<file path="config.mk">
export PLATFORM = sky130hd
export DESIGN_NAME = reg_file_mp
export DESIGN_NICKNAME = d
export VERILOG_FILES = /design/src/rtl/reg_file_pkg.sv /design/src/rtl/reg_file_clr_seq.sv /design/src/rtl/reg_file_mp.sv
export SDC_FILE = /design/constraint.sdc
export NUM_CORES = 1
export LEC_CHECK = 0
export BUFFER_PORTS_ARGS = -buffer_cell sky130_fd_sc_hd__buf_2
export CORE_ASPECT_RATIO = 1.1
export CORE_MARGIN = 2
export CORE_UTILIZATION = 55
export DETAILED_ROUTE_END_ITERATION = 8
export PLACE_DENSITY = 0.71
export SKIP_CTS_REPAIR_TIMING = 1
export SYNTH_ARGS = -nofsm -noshare
export SYNTH_HDL_FRONTEND = slang
export SYNTH_HIERARCHICAL = 1
export SYNTH_SLANG_ARGS = --single-unit
export TNS_END_PERCENT = 100
</file>
<file path="constraint.sdc">
create_clock -name clk -period 2.5 [get_ports clk]
set_input_delay 0.5 -clock clk [delete_from_list [all_inputs] [get_ports clk]]
set_output_delay 0.5 -clock clk [all_outputs]
set_load 0.01 [all_outputs]
</file>
<file path="src/rtl/reg_file_pkg.sv">
// Shared types and limits for the multi-port register file.
package reg_file_pkg;

   typedef enum logic {
      CLEAR = 1'b0,
      IDLE  = 1'b1
   } state_t;

   localparam int MAX_NR = 8;

endpackage

</file>
<file path="src/rtl/reg_file_clr_seq.sv">
// Clear sequencer: sweeps every entry to zero after reset or on clr_req, then qualifies user writes.
// Sweep takes 2**PW cycles; user writes and clear requests are ignored while it runs.
module reg_file_clr_seq
   import reg_file_pkg::*;
#(
   parameter int PW = 4
) (
   input  logic          clk,
   input  logic          rst_n,
   input  logic          clr_req,
   input  logic          wr_en,
   output logic          busy,
   output logic          clr_we,
   output logic [PW-1:0] clr_addr,
   output logic          wr_ok
);

   state_t        state_q;
   state_t        state_d;
   logic [PW-1:0] ptr_q;
   logic [PW-1:0] ptr_d;

   always_ff @(posedge clk or negedge rst_n) begin
      if (!rst_n) begin
         state_q <= CLEAR;
         ptr_q   <= '0;
      end else begin
         state_q <= state_d;
         ptr_q   <= ptr_d;
      end
   end

   // ptr wraps to zero naturally on the edge that clears the last entry.
   always_comb begin
      state_d = state_q;
      ptr_d   = ptr_q;
      case (state_q)
         CLEAR: begin
            ptr_d = ptr_q + PW'(1);
            if (ptr_q == {PW{1'b1}})
               state_d = IDLE;
         end
         IDLE: begin
            if (clr_req) begin
               state_d = CLEAR;
               ptr_d   = '0;
            end
         end
         default: begin
            state_d = CLEAR;
            ptr_d   = '0;
         end
      endcase
   end

   always_comb begin
      busy     = (state_q == CLEAR);
      clr_we   = (state_q == CLEAR);
      clr_addr = ptr_q;
      wr_ok    = (state_q == IDLE) && wr_en && !clr_req;
   end

endmodule

</file>
<file path="src/rtl/reg_file_mp.sv">
// Multi-read-port register file with hardware clear sweep, optional write bypass and registered write ack.
// Reads are combinational (0 cycles); writes land at the next edge, done follows one cycle later.
module reg_file_mp
   import reg_file_pkg::*;
#(
   parameter int DW     = 8,
   parameter int PW     = 4,
   parameter int NR     = 2,
   parameter int BYPASS = 1
) (
   input  logic             clk,
   input  logic             rst_n,
   input  logic             clr_req,
   input  logic             wr_en,
   input  logic [PW-1:0]    wr_addr,
   input  logic [DW-1:0]    dat_in,
   input  logic [NR*PW-1:0] rd_addr,
   output logic [NR*DW-1:0] rd_dat,
   output logic             done,
   output logic             busy
);

   localparam int DEPTH = 1 << PW;

   generate
      if (NR < 1 || NR > MAX_NR) begin : g_bad_nr
         $error("reg_file_mp: NR out of range");
      end
   endgenerate

   logic [DW-1:0] core [DEPTH];
   logic          clr_we;
   logic [PW-1:0] clr_addr;
   logic          wr_ok;

   reg_file_clr_seq #(
      .PW (PW)
   ) u_clr_seq (
      .clk      (clk),
      .rst_n    (rst_n),
      .clr_req  (clr_req),
      .wr_en    (wr_en),
      .busy     (busy),
      .clr_we   (clr_we),
      .clr_addr (clr_addr),
      .wr_ok    (wr_ok)
   );

   // Storage is deliberately not reset; the sweep zeroes it instead.
   always_ff @(posedge clk) begin
      if (clr_we)
         core[clr_addr] <= '0;
      else if (wr_ok)
         core[wr_addr] <= dat_in;
   end

   always_ff @(posedge clk or negedge rst_n) begin
      if (!rst_n)
         done <= 1'b0;
      else
         done <= wr_ok;
   end

   genvar k;
   generate
      for (k = 0; k < NR; k++) begin : g_rd
         logic [PW-1:0] addr;
         logic          hit;
         assign addr = rd_addr[k*PW +: PW];
         assign hit  = (BYPASS != 0) && wr_ok && (addr == wr_addr);
         // Array contents are meaningless mid-sweep, so reads are forced to zero.
         assign rd_dat[k*DW +: DW] = busy ? '0 : (hit ? dat_in : core[addr]);
      end
   endgenerate

endmodule

</file>
# After elaboration in Yosys (flattened, before gate mapping)
# Memories as Yosys holds them, arrays and structs flattened.
# Cells that the tools add are included.
# classes
shift	0
reduce_logical	6
n_mux	16
add_sub_neg	1
n_lt_le_gt_ge	0
n_div	0
n_mul	0
n_eq_ne	4
n_bitwise	1
# op_table
operator	n
$mux 8	5
$eq 4x4->1	2
$mux 4	2
$pmux 4 s2	1
$reduce_or 8->1	1
$mux 1	7
$add 4x1->4 const B	1
$eq 4x4->1 const B	1
$logic_and 1x1->1	4
$ne 2x2->1 const B	1
$pmux 1 s2	1
$logic_not 1->1	1
$not 1->1	1
# word_totals
n_memories	1
rom_bits	0
latchBits	0
ram_bits	128
reg_bits	6
# memory_table
name	words	width	read_ports	rd_ports_with_merged_regs	wr	line	rtl
core	16	8	2	0	1	reg_file_mp.sv:31	logic [DW-1:0] core [DEPTH];

# Depth between registers and ports, before layout
# Gate-level depths: netlist of the first run.
# depth
word_depth	7
ltp_mapped	6
depth_no_buf	6

# Modules after synthesis
# The synthesis of the first run kept the hierarchy.
# by_module_without_submodules
module	n_inst	cells_each	area_each_um2
reg_file_mp	1	350	6521.3
reg_file_clr_seq	1	21	242.7

# Least setup slack after synthesis of the first run
# No wires, ideal clock.
# synth_timing
kind	input -> register
start	input clr_req
end	memory core[1][0], enable pin
setup_slack_ps	106
t_arrival_ps	2024
path_stages	6
n_path_buf	1
required_ps	2130
cell_sequence	nor2b_4 and2_1 nor2b_1 clkbuf_1 a31oi_1 nor2_1
# synth_via
elab_chain_cells	7
word_cells_on_any_way	8
classes_between	mux (5); reduce/logical (3)
# synth_rtl
item	line	rtl
start: declaration	reg_file_mp.sv:13	input logic clr_req,
$logic_not 1->1 *	reg_file_clr_seq.sv:60	wr_ok = (state_q == IDLE) && wr_en && !clr_req;
$logic_and 1x1->1 *	reg_file_clr_seq.sv:60	
via wr_ok	reg_file_mp.sv:34	logic wr_ok;
$mux 1 *	reg_file_mp.sv:53	else if (wr_ok)
$mux 1 *	reg_file_mp.sv:51	if (clr_we)
$mux 1 (implied by the code) *	reg_file_mp.sv:54	core[wr_addr] <= dat_in;
$reduce_or 8->1 (no source line)	n/a	
$mux 4 (no source line) or $mux 1 (tied branches)	n/a	
end: declaration	reg_file_mp.sv:31	
# The timed path passes the listed nets; every way through them passes the cells marked *.

==> results of run 1 <==
-- logic make-up after synthesis --
kind of cell / after synthesis
compound gates: 63
flops: 134
simple gates: 69
fa+ha+maj: 1
mux: 64
buf+inv: 30
xor+xnor: 10
-- cell usage after synthesis, types with 2 or more instances --
master	n
mux4_2	31
a32oi_1	2
clkdlybuf4s25_2	6
o21ai_1	3
buf_12	4
a31oi_1	5
and3b_1	2
xor2_1	9
a22o_1	17
buf_4	5
nor2_1	20
mux4_1	32
and2_1	11
a21oi_1	2
inv_1	4
nor2b_1	6
edfxtp_1	128
buf_2	6
nand2_1	20
a22oi_1	33
buf_6	4
nor3b_1	2
nor4_1	2
dfrtp_1	6
-- area by class of cell --
type                       count  area, um2  area share
inverter                       4       15.0     0.00182
clock buffer                  19        433      0.0524
timing repair buffer          98        881       0.107
clock inverter                13        114      0.0138
multi-input combinational    207       2630       0.318
tap                          154        193      0.0233
sequential                   134       3990       0.484
-- how the worst max path moves through the flow --
stage | start | endpoint | slack [ns]
after global placement | rd_addr[0] | rd_dat[5] | -0.13
final | core[8][6] | rd_dat[6] | -0.10
after CTS | rd_addr[4] | rd_dat[13] | -0.21
after global routing | core[1][6] | rd_dat[6] | -0.16
after detailed placement | rd_addr[4] | rd_dat[13] | -0.20
after floorplan | clr_req | core[1][0] | 0.11
-- sequential cells by signal, indices dropped and copies added, names as in the netlist --
name,count
core,128
u_clr_seq/clr_addr,4
done,1
u_clr_seq/state_q,1
-- layout by cell type (no fill, tap or decap), drive strengths merged, types with 4 or more instances in the layout --
cell type	n
nor2b	7
buf	95
mux4	64
nand2	20
xor2	9
a22o	17
a31oi	5
edfxtp	128
nor2	20
inv	4
dfrtp	6
clkinv	9
clkbuf	21
a22oi	33
and2	11
-- report_power, final --
| group | switching (mW) | internal (mW) |
|---|---|---|
| Clock | 0.883 | 1.44 |
| Combinational | 0.949 | 0.805 |
| Sequential | 0.246 | 2.93 |
| Total | 2.08 | 5.17 |
-- layer usage --
layer  part of all wire  up-vias
li1                   -     1754
met1               0.38     2196
met2               0.50      298
met3               0.10       34
met4              0.019        0
met5                  0        -
==> flow_metrics.tcl, run 1 <==
set metrics [dict create \
    status "finished with violations" \
    violations "negative setup slack" \
    path_buf_inv 1 \
    top_level_ports 42 \
    finalNetCount 487 \
    wire_per_inst_um 28.1 \
    period_share 1.04 \
    slowest_delay_ns 0.59 \
    max_freq_mhz 384 \
    placed_cell_area_mm2 0.00736 \
    synth_fa_ha_area_frac 0.00185 \
    drt_first_pass_iters 7 \
    fin_ws_ns -0.102 \
    grt_use_total 0.269 \
    start_kind "flop" \
    synth_edf_count 128 \
    core_mm2 0.0120 \
    yosys.area_share.simple 0.0522 \
    synth_ff_type "edfxtp_1" \
    die_h_um 120 \
    design_area_mm2 0.00826 \
    cts_buffers 17 \
    portBuffers 41 \
    hold_viol 0 \
    worstSetupPathDepth 5 \
    synthToLayoutAreaGrowth_pct 22.1 \
    clk_path_buf_depth 2 \
    nFillCells 759 \
    setup_viol 5 \
    clock_skew_ns 0.00672 \
    die_area_mm2 0.0132 \
    period_needed_ns 2.60 \
    grt_max_degree 25 \
    r2r-start "u_clr_seq/state_q" \
    syn_nets 396 \
    synth_compound_area_frac 0.0712 \
    final_util 0.686 \
    cts_root_buf "clkbuf_16" \
    grt_use_met1 0.361 \
    synthTopCellsByArea "edfxtp_1, mux4_1, mux4_2" \
    antenna_cells 0 \
    syn_area_per_cell_um2 18.2 \
    core.rowCount 42 \
    drv_slew 0 \
    netlist_area_mm2 0.00676 \
    drt_first_iter_violations 615 \
    globalRouteMet3Util 0.0690 \
    r2r_cells 8 \
    synth.distinct_cells 35 \
    ys_seq_area_frac 0.590 \
    synth_top_family_by_area "multiplexers" \
    critPathKind "reg -> out" \
    vias 4282 \
    drc 0 \
    path_max_fanout 2 \
    synthArstFlopShare 0.0448 \
    cp-end-kind "output port" \
    grt-ovfl-total 0 \
    rsz0062_at_grt "true" \
    arrival_ns 2.10 \
    antenna_found_initial 0 \
    ant_nets 0 \
    clk_latency_ns 0.41 \
    muxShareOfSynthArea 0.231 \
    synth-xor-area-share 0.0129 \
    dp.cells 586 \
    crit_required_ns 2.00 \
    grt_pass1_vias 4174 \
    peakVddDrop_uv 527 \
    p_total_mw 7.25 \
    clkTransAtPathRegs_ns 0.06 \
    p_leak_nw 2.95 \
    synth_top_area_cell "edfxtp_1" \
    grt_busiest_layer "met2" \
    critPathTopFamily "multiplexers" \
    path_cells "mux4_1 > a22oi_2 > nand2_1 > a22o_1 > buf_2" \
    yosysWarnings 6 \
    ys_ff_latch 134 \
    place.gp.congestion 0.843 \
    fin_cells 629 \
    cap_violations 0 \
    die_w_um 110 \
    cts_sinks 134 \
    setup_tns_ns -0.216 \
    max_slew.worst_pin.slew_ns 0.845 \
    worst_path_max_delay_cell "mux4_1" \
    r2r-end "core[13][0]" \
    routed_wl_um 17700 \
    hold_ws_ns 0.439 \
    viasPerCell 6.81 \
    r2r_setup_slack_ns 0.10 \
    hp-class "in -> async" \
    syn_inst 371 \
    synth_top_area_share 0.568 \
    slew_headroom 0.435 \
    use_met2 0.434 \
    drive_gt1_frac 0.459 \
    place_hpwl_um 11200 \
    cts_tree "built" \
    htreeDepth 4 \
    initial_core_util 0.562 \
    pwr_density_cell_mw_per_mm2 878 \
    pre_cts_ws_ns -0.204 \
    grt_first_pass_wirelength_um 24800 \
]
No activity file was read; power rests on OpenSTA's default activity.
==> run 2, diff against run 1 <==
Settings changed: CORE_MARGIN 2 to 1.5, CORE_UTILIZATION 55 to 30, HOLD_SLACK_MARGIN from default to 0.06, PLACE_DENSITY 0.71 to 0.43.
==> run 2 against run 1 <==
  * The flow still finishes with violations (negative setup slack)
  * First-iteration DRC count down 54%
  * Register-to-register slack gained 0.09 ns
  * Clock skew fell by 0.00071 ns
  * Utilization decreased by 30 points
  * Maximum frequency up 1.2%
  * Cell count rose by 24%
  * Power up 1.3%
  * Worst setup slack improved by 0.030 ns
  * Hold slack worse by 0.10 ns
  * Non-clock buffer count grew 13
  * Highest routed layer unchanged
  * Critical endpoint unchanged
==> flow_metrics.tcl, run 2 (same netlist as run 1, synthesis figures left out) <==
set metrics [dict create \
    arrival_ns 2.07 \
    peakVddDrop_uv 423 \
    p_comb_frac 0.241 \
    nFillCells 2040 \
    viasPerCell 5.11 \
    grt_pass1_vias 4196 \
    fin_cells 783 \
    initial_core_util 0.306 \
    fin_ws_ns -0.0724 \
    cts_buffers 17 \
    cts_root_buf "clkbuf_16" \
    hold_ws_ns 0.336 \
    period_share 1.03 \
    status "finished with violations" \
    cts_sinks 134 \
    drv_slew 0 \
    portBuffers 41 \
    grt_max_degree 25 \
    drt_first_pass_iters 4 \
    start_kind "flop" \
    cts_tree "built" \
    rsz0062_at_grt "true" \
    core.rowCount 57 \
    core_mm2 0.0221 \
    max_slew.worst_pin.slew_ns 0.833 \
    final_util 0.389 \
    layout_commonest_cell "edfxtp_1" \
    grt_use_total 0.157 \
    cap_violations 0 \
    pwr-share-clk 0.333 \
    period_needed_ns 2.57 \
    die_area_mm2 0.0235 \
    p_leak_nw 3.05 \
    hold_viol 0 \
    setup_viol 5 \
    grt_first_pass_wirelength_um 26500 \
    vias 3998 \
    regMostFlops "core" \
    hp-class "in -> reg" \
    p_total_mw 7.35 \
    die_w_um 146 \
    routed_wl_um 18800 \
    p_sw_mw 2.12 \
    htreeDepth 4 \
    clk_latency_ns 0.42 \
    crit_required_ns 2.00 \
    drt_first_iter_violations 285 \
    grt-ovfl-total 0 \
    max_freq_mhz 389 \
    clk_path_buf_depth 2 \
    drive_gt1_frac 0.469 \
    synthToLayoutAreaGrowth_pct 27.1 \
    p_int_mw 5.23 \
    largest_reg_flops 128 \
    cp-end-kind "output port" \
    place_hpwl_um 12800 \
    violations "negative setup slack" \
    antenna_found_initial 0 \
    top_level_ports 42 \
    path_max_fanout 2 \
    clkTransAtPathRegs_ns 0.06 \
    antenna_cells 0 \
    switching_share 0.288 \
    die_h_um 160 \
    place.gp.congestion 0.776 \
    clock_skew_ns 0.00601 \
    finalNetCount 500 \
    critPathKind "reg -> out" \
    pwr_density_cell_mw_per_mm2 855 \
    wire_per_inst_um 24.0 \
    pwr-share-seq 0.426 \
    slew_headroom 0.443 \
    dp.cells 733 \
    drc 0 \
    final_cell_mix "edfxtp_1, mux4_2, buf_4" \
    ant_nets 0 \
]
run 2: cell types whose count changed in the layout (fill, tap and decap cells not counted), moves of 3 or more:
cell and delta:
inv_6 +3, clkinv_2 -3, buf_4 +12, clkinv_4 +3, clkinv_1 -3, clkbuf_16 +4
a22oi_2 -3, a22oi_1 +3
run 2: power groups by stage:
| stage | clock, mW | sequential [mW] | combinational [mW] |
|---|---|---|---|
| CTS | 2.48 | 3.12 | 1.65 |
| finish | 2.45 | 3.13 | 1.77 |
| global placement | 0 | 3.14 | 1.64 |
| global route | 2.57 | 3.18 | 1.91 |
| floorplan | 0 | 3.10 | 0.979 |
| detailed placement | 0 | 3.17 | 1.64 |
run 2: metrics by stage:
stage          instance area [um2]  setup slack, ns  TNS, ns
2_1_floorplan                 6760            0.106        0
3_3_place_gp                  7620           -0.314    -6.72
3_5_place_dp                  7620           -0.263    -6.54
4_1_cts                       8200           -0.240    -4.21
5_1_grt                       8590           -0.122   -0.706
6_report                      8590          -0.0724   -0.192
run 2: worst paths after layout:
check | cells past startpoint | slack [ns] | start | endpoint
worst min register to register | 2 | 0.58 | u_clr_seq/state_q | u_clr_seq/clr_addr[0]
worst min-delay path | 2 | 0.34 | wr_en | done
min in group asynchronous | 2 | 0.44 | rst_n | u_clr_seq/clr_addr[2]
worst max-delay path | 5 | -0.07 | core[13][6] | rd_dat[6]
worst max register to register | 7 | 0.19 | u_clr_seq/state_q | core[9][4]
max in group asynchronous | 2 | 1.91 | rst_n | u_clr_seq/clr_addr[0]
run 2: layout make-up:
class / count / area (um2) / share of cell area
clock inverter: 15 / 155 / 0.0181
sequential: 134 / 3990 / 0.465
inverter: 4 / 15.0 / 0.00175
tap: 295 / 369 / 0.0429
timing repair buffer: 111 / 1050 / 0.123
clock buffer: 17 / 425 / 0.0495
multi-input combinational: 207 / 2580 / 0.300
run 2: critical path, stage by stage (launching register included):
cell and delay [ns]:
edfxtp_1 0.38, mux4_4 0.63, a22oi_2 0.20, nand2_1 0.09
a22o_1 0.22, buf_2 0.14
run 2: per-layer routing:
layer  vias to the layer above  share of wire  track usage
met2                        77           0.56        0.286
li1                       1780              -            -
met3                        11          0.031       0.0276
met5                         -              0            0
met4                         0          0.010       0.0528
met1                      2130           0.40        0.186
==> run 3, diff against run 2 <==
Settings changed: RECOVER_POWER from default to 100.
==> run 3 against run 2 <==
  * The flow still finishes with violations (negative setup slack)
  * Hold slack about the same
  * Flip-flop and latch count unchanged
  * Global-route usage unchanged
  * Utilization shrank 0.33 points
  * Wire length about the same
  * Worst setup slack got worse by 0.0018 ns
  * Die area unchanged
  * Via count is essentially flat
  * Power fell by 0.78%
  * Non-clock buffer count unchanged
  * Clock power about the same
  * First-iteration DRC count increased by 14%
  * Critical endpoint unchanged
  * Largest power group unchanged
  * Highest routed layer unchanged
==> flow_metrics.tcl, run 3 (same netlist as run 1, synthesis figures left out) <==
set metrics [dict create \
    status "finished with violations" \
    violations "negative setup slack" \
    placed_cell_area_mm2 0.00762 \
    startpoint "core[13][6]" \
    max_freq_mhz 388 \
    hold_start "wr_en" \
    grt-ovfl-total 0 \
    critPathTopFamily "multiplexers" \
    clk_path_buf_depth 2 \
    place_hpwl_um 12800 \
    p_leak_nw 2.99 \
    worst_path_max_delay_cell "mux4_4" \
    period_share 1.03 \
    pre_cts_ws_ns -0.263 \
    clock_skew_ns 0.00383 \
    cts_sinks 134 \
    cap_violations 0 \
    crit_required_ns 2.00 \
    r2r_setup_slack_ns 0.07 \
    portBuffers 41 \
    hold_viol 0 \
    vias 3996 \
    design_area_mm2 0.00852 \
    cts_buffers 17 \
    peakVddDrop_uv 424 \
    antenna_cells 0 \
    regMostFlops "core" \
    drv_slew 0 \
    arrival_ns 2.07 \
    drt_first_iter_violations 326 \
    slew_headroom 0.440 \
    place.gp.congestion 0.776 \
    period_needed_ns 2.57 \
    clkTransAtPathRegs_ns 0.06 \
    final_cell_mix "edfxtp_1, mux4_2, buf_2" \
    pwr_density_cell_mw_per_mm2 855 \
    hold_ws_ns 0.336 \
    synthToLayoutAreaGrowth_pct 26.0 \
    die_area_mm2 0.0235 \
    path_max_fanout 2 \
    top_level_ports 42 \
    layout_commonest_cell "edfxtp_1" \
    setup_viol 6 \
    grt_max_degree 25 \
    die_w_um 146 \
    path_buf_inv 1 \
    clk_latency_ns 0.42 \
    path_cells "mux4_4 > a22oi_2 > nand2_1 > a22o_1 > buf_2" \
    ant_nets 0 \
    grt_first_pass_wirelength_um 26500 \
    critPathKind "reg -> out" \
    drt_first_pass_iters 4 \
    initial_core_util 0.306 \
    rsz0062_at_grt "true" \
    viasPerCell 5.10 \
    cts_root_buf "clkbuf_16" \
    cts_tree "built" \
    finalNetCount 500 \
    worstSetupPathDepth 5 \
    cp-end-kind "output port" \
    grt_use_total 0.157 \
    wire_per_inst_um 24.0 \
    grt_pass1_vias 4196 \
    htreeDepth 4 \
    r2r-start "u_clr_seq/state_q" \
    hp-class "in -> reg" \
    die_h_um 160 \
    slowest_delay_ns 0.63 \
    fin_ws_ns -0.0742 \
    largest_reg_flops 128 \
    r2r_cells 10 \
    routed_wl_um 18800 \
    nFillCells 2053 \
    drc 0 \
    setup_tns_ns -0.173 \
    antenna_found_initial 0 \
    core_mm2 0.0221 \
    core.rowCount 57 \
    drive_gt1_frac 0.445 \
    max_slew.worst_pin.slew_ns 0.837 \
    start_kind "flop" \
    whs_path_depth 2 \
]
## run 3: where the power goes
group          internal [mW]  switching (mW)  total, mW
Combinational          0.785           0.926       1.71
Clock                   1.47           0.975       2.44
Sequential              2.92           0.209       3.13
## run 3: cell type report
class                      instances  area (um2)  area share
clock buffer                      17         425      0.0499
clock inverter                    15         155      0.0182
inverter                           4        15.0     0.00176
multi-input combinational        207        2570       0.302
sequential                       134        3990       0.469
tap                              295         369      0.0433
timing repair buffer             111         988       0.116
## run 3: worst reg2reg max path, stage by stage (launching register included)
cell      delay (ns)
dfrtp_1         0.34
nor2b_1         0.19
and2_4          0.19
nor2b_1         0.14
buf_4           0.16
clkbuf_1        0.45
nor2_1          0.11
a31oi_1         0.16
clkbuf_2        0.18
nor2_1          0.06
buf_4           0.22
## run 3: metal layers
layer,GRT usage,share of wire
met4,0.0528,0.0090
met1,0.186,0.41
met2,0.286,0.56
met3,0.0276,0.029
met5,0,0
## run 3: final timing paths
kind,to
max,rd_dat[6]
min,done
max reg2reg,core[7][5]
min reg2reg,u_clr_seq/clr_addr[0]
max in group asynchronous,u_clr_seq/clr_addr[1]
min in group asynchronous,u_clr_seq/state_q
## run 3: stage by stage
step           power (mW)  cells  utilization
2_1_floorplan        4.07    371            -
3_3_place_gp         4.78    733        0.345
3_5_place_dp         4.81    733        0.345
4_1_cts              7.25    765        0.371
5_1_grt              7.61    783        0.385
6_report             7.29    783        0.385
